==> src/rtl/serialadd_host.sv <==
// ---------------------------------------------------------------------------
// serialadd_host
//
// Front end for a bit-serial adder. Accepts a pair of WIDTH-bit unsigned
// operands in parallel, streams them LSB first to the adder as a WIDTH+1 bit
// frame, collects the returned serial sum bits and presents them as a
// parallel WIDTH-bit sum plus carry-out.
//
// Handshakes: both sides use valid/ready. A transfer happens on a rising
// edge where valid=1 and ready=1. A producer holds valid and its data steady
// until that transfer. Ready never depends on valid. Here in_ready is high
// only in IDLE and out_valid only in DONE, so one frame is in flight at a
// time.
//
// Ports
//   clk, reset          clock, synchronous active-high reset
//   in_a, in_b          parallel operands (WIDTH bits, unsigned)
//   in_valid, in_ready  operand handshake
//   a, b, sync          serial operand bits and first-bit marker to the adder
//   s                   serial sum bit from the adder, one cycle behind a/b
//   sum, cout           parallel result, (in_a+in_b) mod 2^WIDTH, carry-out
//   out_valid, out_ready result handshake
//   dbg_state           current FSM state (0 IDLE, 1 SEND, 2 DRAIN, 3 DONE)
// ---------------------------------------------------------------------------
module serialadd_host #(
    parameter int WIDTH = 8
) (
    input  logic             clk,
    input  logic             reset,
    input  logic [WIDTH-1:0] in_a,
    input  logic [WIDTH-1:0] in_b,
    input  logic             in_valid,
    output logic             in_ready,
    output logic             a,
    output logic             b,
    output logic             sync,
    input  logic             s,
    output logic [WIDTH-1:0] sum,
    output logic             cout,
    output logic             out_valid,
    input  logic             out_ready,
    output logic [1:0]       dbg_state
);

    localparam int CW = $clog2(WIDTH + 1);
    localparam logic [CW-1:0] LAST = CW'(WIDTH);

    typedef enum logic [1:0] {
        IDLE  = 2'd0,
        SEND  = 2'd1,
        DRAIN = 2'd2,
        DONE  = 2'd3
    } state_t;

    state_t          state, state_nxt;
    logic [CW-1:0]   cnt;
    logic [WIDTH:0]  op_a, op_b;   // zero-extended, so bit WIDTH sent as 0
    logic [WIDTH:0]  res;
    logic            capture;

    always_ff @(posedge clk) begin
        if (reset) begin
            state <= IDLE;
            cnt   <= '0;
            op_a  <= '0;
            op_b  <= '0;
            res   <= '0;
        end else begin
            state <= state_nxt;
            if (state == IDLE && in_valid) begin
                op_a <= {1'b0, in_a};
                op_b <= {1'b0, in_b};
                cnt  <= '0;
            end
            // Counter stops at LAST; SEND leaves on that cycle.
            if (state == SEND && cnt != LAST)
                cnt <= cnt + 1'b1;
            // The adder returns bit k one cycle after it was sent, so the
            // shift register fills LSB-first and ends aligned after DRAIN.
            if (capture)
                res <= {s, res[WIDTH:1]};
        end
    end

    always_comb begin
        state_nxt = state;
        in_ready  = 1'b0;
        a         = 1'b0;
        b         = 1'b0;
        sync      = 1'b0;
        out_valid = 1'b0;
        capture   = 1'b0;
        case (state)
            IDLE: begin
                in_ready = 1'b1;
                if (in_valid)
                    state_nxt = SEND;
            end
            SEND: begin
                a       = op_a[cnt];
                b       = op_b[cnt];
                sync    = (cnt == '0);
                // Nothing valid on s yet during the first bit.
                capture = (cnt != '0);
                if (cnt == LAST)
                    state_nxt = DRAIN;
            end
            DRAIN: begin
                capture   = 1'b1;
                state_nxt = DONE;
            end
            DONE: begin
                out_valid = 1'b1;
                if (out_ready)
                    state_nxt = IDLE;
            end
            default: state_nxt = IDLE;
        endcase
    end

    assign sum       = res[WIDTH-1:0];
    assign cout      = res[WIDTH];
    assign dbg_state = state;

endmodule

==> config.mk <==
export PLATFORM = sky130hd
export DESIGN_NAME = serialadd_host
export DESIGN_NICKNAME = d
export VERILOG_FILES = /design/src/rtl/serialadd_host.sv
export SDC_FILE = /design/constraint.sdc
export NUM_CORES = 1
export LEC_CHECK = 0
export ABC_CLOCK_PERIOD_IN_PS = 1650
export CELL_PAD_IN_SITES_DETAIL_PLACEMENT = 1
export CELL_PAD_IN_SITES_GLOBAL_PLACEMENT = 1
export CORE_ASPECT_RATIO = 2
export CORE_UTILIZATION = 32
export DETAILED_ROUTE_END_ITERATION = 12
export PLACE_DENSITY_LB_ADDON = 0.1
export SYNTH_ARGS = -nofsm -noshare
export SYNTH_HDL_FRONTEND = slang
export SYNTH_SLANG_ARGS = --single-unit
==> constraint.sdc <==
create_clock -name clk -period 1.65 [get_ports clk]
set_clock_uncertainty 0.05 [all_clocks]
set_input_delay 0.33 -clock clk [delete_from_list [all_inputs] [get_ports clk]]
set_output_delay 0.33 -clock clk [all_outputs]
set_load 0.005 [all_outputs]
==> results of run 1 <==
area by class of cell:
type | count | area, µm²
multi-input combinational | 110 | 759.5
clock inverter | 2 | 35.03
sequential | 31 | 628.1
inverter | 6 | 25.02
fill | 479 | 1922
tap | 52 | 65.06
clock buffer | 6 | 82.58
timing repair buffer | 66 | 653.1
cells by family (layout without fill, tap and decap cells):
logic type,after synthesis,count (layout)
adder cells (fa/ha/maj),6,6
AND/OR/NAND/NOR,61,61
buffers and inverters,17,80
AO/OA/AOI/OAI,27,27
flip-flops,31,31
multiplexers,16,16
worst register-to-register path: stages (launching register included):
cell	delay (ns)
dfxtp_4	0.36
buf_4	0.13
buf_6	0.12
inv_4	0.06
ha_4	0.14
buf_6	0.10
nand3b_4	0.08
a222oi_1	0.23
buf_4	0.19
mux2i_1	0.19
nor2_1	0.05
cells in the mapped netlist, types with 2 or more instances:
master | n | area (µm²)
a211oi_1 | 2 | 15.01
a21oi_1 | 19 | 95.09
buf_2 | 3 | 15.01
clkbuf_1 | 7 | 26.28
clkinv_1 | 2 | 7.510
dfxtp_1 | 31 | 620.6
ha_1 | 6 | 75.07
inv_1 | 4 | 15.01
mux2i_1 | 12 | 120.1
mux4_2 | 4 | 90.09
nand2_1 | 35 | 131.4
nand2b_1 | 2 | 12.51
nand3_1 | 3 | 15.01
nor2_1 | 16 | 60.06
worst paths after layout:
check,start,slack [ns],cells past startpoint,end
max,cnt[0],-0.30,5,b
max reg2reg,cnt[0],-0.15,10,dbg_state[1]
min,op_a[2],0.41,2,op_a[2]
min reg2reg,op_a[2],0.41,2,op_a[2]
timing repair:
action,CTS,global route
endpoints found under the setup margin,18,16
gates resized for setup,32,5
gates cloned,1,0
pin swaps,3,4
buffers inserted,9,2
per-stage QoR:
step / util, % / area, µm² / setup slack, ns / total power, mW
finish: 53.92 / 2248 / -0.2997 / 3.290
global route: 53.92 / 2248 / -0.3710 / 3.468
CTS: 53.26 / 2221 / -0.3082 / 3.230
detailed placement: 47.07 / 1963 / -0.4006 / 2.161
global placement: 47.07 / 1963 / -0.3348 / 2.101
floorplan: - / 1421 / 0.02892 / 1.580
state kept, by name, indices dropped and copies added (netlist names):
register and count:
res 9, cnt 4, op_a 8, dbg_state 2
op_b 8
routing by layer:
metal | vias to the layer above | global-route usage, % | wire length, µm
li1 | 655 | - | -
met1 | 640 | 17.47 | 1487
met2 | 38 | 39.12 | 2507
met3 | 6 | 3.949 | 155
met4 | 0 | 6.618 | 58
met5 | - | 0 | 0
power by group:
group / leakage, nW / switching, mW / internal, mW
sequential: 0.254 / 0.0796 / 0.876
clock: 0.0612 / 0.289 / 0.488
combinational: 0.557 / 0.698 / 0.859
total: 0.873 / 1.07 / 2.22
==> metrics.cfg, run 1 <==
[run_status]
outcome = finished with violations
violations = negative setup slack

[worst_hold_path]
hp-class = register to register

[placed_design]
dp.cells = 253
dp_hpwl_um = 2824
place.gp.congestion = 0.7849
io_buffers = 36

[sta]
min_period_ns = 1.950
finalWorstSetupSlack_ns = -0.2997
hold_viol_final = 0
whs_ns = 0.4133
setup_tns_ns = -2.200
min_period_over_period_pct = 118.2
finalSetupViolations = 14
fmax_ghz = 0.5129
grt_setup_unrepaired = true
relSlewSlack_pct = 81.84
slew_viol_final = 0
worst_slew_pin_slew_ns = 0.2724

[logic_synthesis]
async_reset_ff_share_pct = 0
ys_warn_count = 0
synth_edf_count = 0
synthCells = 158
synth.area.mux_share_pct = 14.96
ys.flop_type = dfxtp_1
ys_seq_area_share_pct = 44.17
synth.distinct_cells = 26
synth-simple-area-share_pct = 18.97
avgSynthCellArea_um2 = 8.893
synth_compound_area_share_pct = 11.22
synth_top_family_by_area = simple AND/OR/NAND/NOR gates
syn_nets = 185
netlist_area_mm2 = 0.001405
synth_xor_area_share_pct = 0
ys_ff_latch = 31
synth_adder_area_share_pct = 5.343

[floorplan]
start_util_pct = 33.69
die_y_um = 95.71
core.rowCount = 33
die_w_um = 48.86
fp.coreArea_mm2 = 0.004170
dieArea_mm2 = 0.004676
io_pins = 37

[setup_path]
required_ns = 1.27
worst_path_max_delay_cell = mux4_2
crit_type = register to output port
cp-start-kind = register
worst-path-buf-inv = 2
cp_slowest_stage_delay_ns = 0.48
crit_chain = buf_6, mux4_2, mux2i_1, nor2_1, buf_2
cp_max_fo = 4
crit_family = multiplexers
end_kind = output port
worstPathArrival_ns = 1.57

[finish]
synthToLayoutAreaGrowth_pct = 60.02
finalNonFillerCells = 273
drive_gt1_share_pct = 27.15
final_common_cell = nand2_1
fin_nets = 247
final_cell_mix = nand2_1 (35), clkdlybuf4s50_1 (31), dfxtp_1 (27)
diodes = 0

[detailed_routing]
via_per_inst = 4.905
drtIter0Drc = 20
totalWireLength_um = 4208
ant_nets = 0
wl_per_cell_um = 15.41
drt-pass1-iter-count = 4
vias = 1339
drcViolationCount = 0

[global_route]
grt_max_degree = 32
overflow = 0
grt_usage_pct = 18.88
grt_pass1_wl_um = 6617
grt_pass1_vias = 1411
antenna_found_initial = 0

[power_and_ir_drop]
power_density_mw_per_mm2 = 1463
ir_worst_vdd_mv = 0.8668
p_leak_nw = 0.8727

[clock_tree]
clock_tree.buffer_depth = 2
cts_buffers = 5
path_clk_slew_ns = 0.07
cts_sinks = 31
clk_latency_ns = 0.28
holdBufCountCts = 0
cts_tree = built
htreeDepth = 2
root_buffer = clkbuf_8

[job]
drv_cap = 0

Note: power is estimated with default switching activity, not from simulation.
==> run 2: changes to the inputs <==
Settings changed: CORE_UTILIZATION 32 to 33, CTS_BUF_LIST set to sky130_fd_sc_hd__clkbuf_8, CTS_CLUSTER_DIAMETER set to 200, PLACE_DENSITY_LB_ADDON 0.1 to 0.15.
==> run 2 against run 1 <==
The run still ends with negative setup slack left. Count of clock-buffer cells in the layout did not move. Critical path type unchanged. Sequential share of layout area rose by 1.1 points. Fmax fell by 0.85%. First-iteration DRC count fell by 55%. Register-to-register slack improved by 0.08 ns. Largest cell class unchanged. Largest power group unchanged.
==> metrics.cfg, run 2 (synthesis results as in run 1) <==
[run_status]
outcome = finished with violations
violations = negative setup slack

[finish]
final_util_pct = 53.17
regMostFlops = res
drive_gt1_share_pct = 25.35
final_cell_mix = nand2_1 (35), clkdlybuf4s50_1 (29), dfxtp_1 (27)
seq_area_um2 = 630.6
multi_input_area_um2 = 790.8
finalNonFillerCells = 265
final_common_cell = nand2_1
synthToLayoutAreaGrowth_pct = 54.67
reg_top3 = res (9), op_a (8), op_b (8)
final_cell_area_mm2 = 0.002173
diodes = 0
fillers = 475
fin_nets = 239
largest_reg_flops = 9

[power_and_ir_drop]
power_mw = 3.114
power_density_mw_per_mm2 = 1433
p_leak_nw = 0.8478
ir_worst_vdd_mv = 0.9542

[clock_tree]
cts_tree = built
path_clk_slew_ns = 0.07
cts_buffers = 5
cts_sinks = 31
clock_tree.buffer_depth = 2
htreeDepth = 2
root_buffer = clkbuf_8
clk_latency_ns = 0.28

[detailed_routing]
via_per_inst = 5.042
drtIter0Drc = 9
vias = 1336
totalWireLength_um = 4212
wl_per_cell_um = 15.89
drt-pass1-iter-count = 4
ant_nets = 0
drcViolationCount = 0

[sta]
min_period_over_period_pct = 119.2
finalSetupViolations = 5
grt_setup_unrepaired = true
hold_viol_final = 0
whs_ns = 0.4140
finalWorstSetupSlack_ns = -0.3165
min_period_ns = 1.966
fmax_ghz = 0.5085
worst_slew_pin_slew_ns = 0.2722
slew_viol_final = 0
relSlewSlack_pct = 81.85

[global_route]
overflow = 0
grt_pass1_vias = 1378
grt_pass1_wl_um = 6230
antenna_found_initial = 0
grt_usage_pct = 19.85
grt_max_degree = 32

[floorplan]
dieArea_mm2 = 0.004539
core.rowCount = 33
fp.coreArea_mm2 = 0.004088
die_w_um = 48.14
die_y_um = 94.28
start_util_pct = 34.37
io_pins = 37

[placed_design]
dp.cells = 252
dp_hpwl_um = 3093
io_buffers = 36
place.gp.congestion = 0.6955
dpl_cell_area_mm2 = 0.001943

[setup_path]
worstPathArrival_ns = 1.59
cp-start-kind = register
cp_max_fo = 5
crit_type = register to output port
required_ns = 1.27
end_kind = output port

[worst_hold_path]
hp-class = register to register

[job]
drv_cap = 0

==> run 2: what timing repair did <==
item	4_1_cts	5_1_grt
setup endpoints to repair	18	7
buffers inserted	3	1
pin swaps	3	4
cloned	0	1
hold buffers	0	0
gates resized for setup	26	14
==> run 2: routing by layer <==
layer / wire, µm / global-route usage (%) / part of all wire, % / vias up
met5: 0 / 0 / 0 / -
met4: 74 / 8.333 / 1.8 / 0
met3: 116 / 3.462 / 2.8 / 7
met2: 2643 / 38.11 / 63 / 29
met1: 1377 / 17.87 / 33 / 656
li1: - / - / - / 644
==> run 2: layout make-up <==
cell class / instances / area share, %
sequential: 31 / 29.02
tap: 52 / 2.994
clock inverter: 2 / 1.612
multi-input combinational: 111 / 36.38
inverter: 6 / 1.267
timing repair buffer: 57 / 24.93
clock buffer: 6 / 3.800
==> run 2: power by group <==
part           switching (mW)  leakage [nW]  internal (mW)  total, mW
clock                   0.284        0.0612          0.488      0.772
combinational           0.646         0.532          0.721       1.37
sequential             0.0949         0.255          0.880      0.975
==> run 2: path summary, 6_finish.rpt <==
check                from            to  slack (ns)  depth (start not counted)
setup / recovery   cnt[0]             a       -0.32                          5
hold / removal    op_a[5]       op_a[5]        0.41                          2
hold reg to reg   op_a[5]       op_a[5]        0.41                          2
setup reg to reg   cnt[0]  dbg_state[1]       -0.07                          9
==> run 2: critical path, stage by stage, from the launching register on <==
cell     delay [ns]
dfxtp_4        0.38
buf_4          0.12
mux4_2         0.47
mux2i_1        0.15
nor2_1         0.06
buf_2          0.12
==> run 2: through the flow <==
stage	setup TNS, ns	worst slack (ns)
after floorplan	0	0.02892
after global placement	-3.496	-0.3420
after detailed placement	-4.534	-0.4281
after CTS	-0.8152	-0.3448
after global routing	-1.155	-0.3995
final	-0.7573	-0.3165
==> run 3: changes to the inputs <==
Settings changed: CAP_MARGIN set to 20, CTS_CLUSTER_DIAMETER 200 to 50.
==> results of run 3 <==
The final DEF is identical to that of run 2; final timing and power are the same.
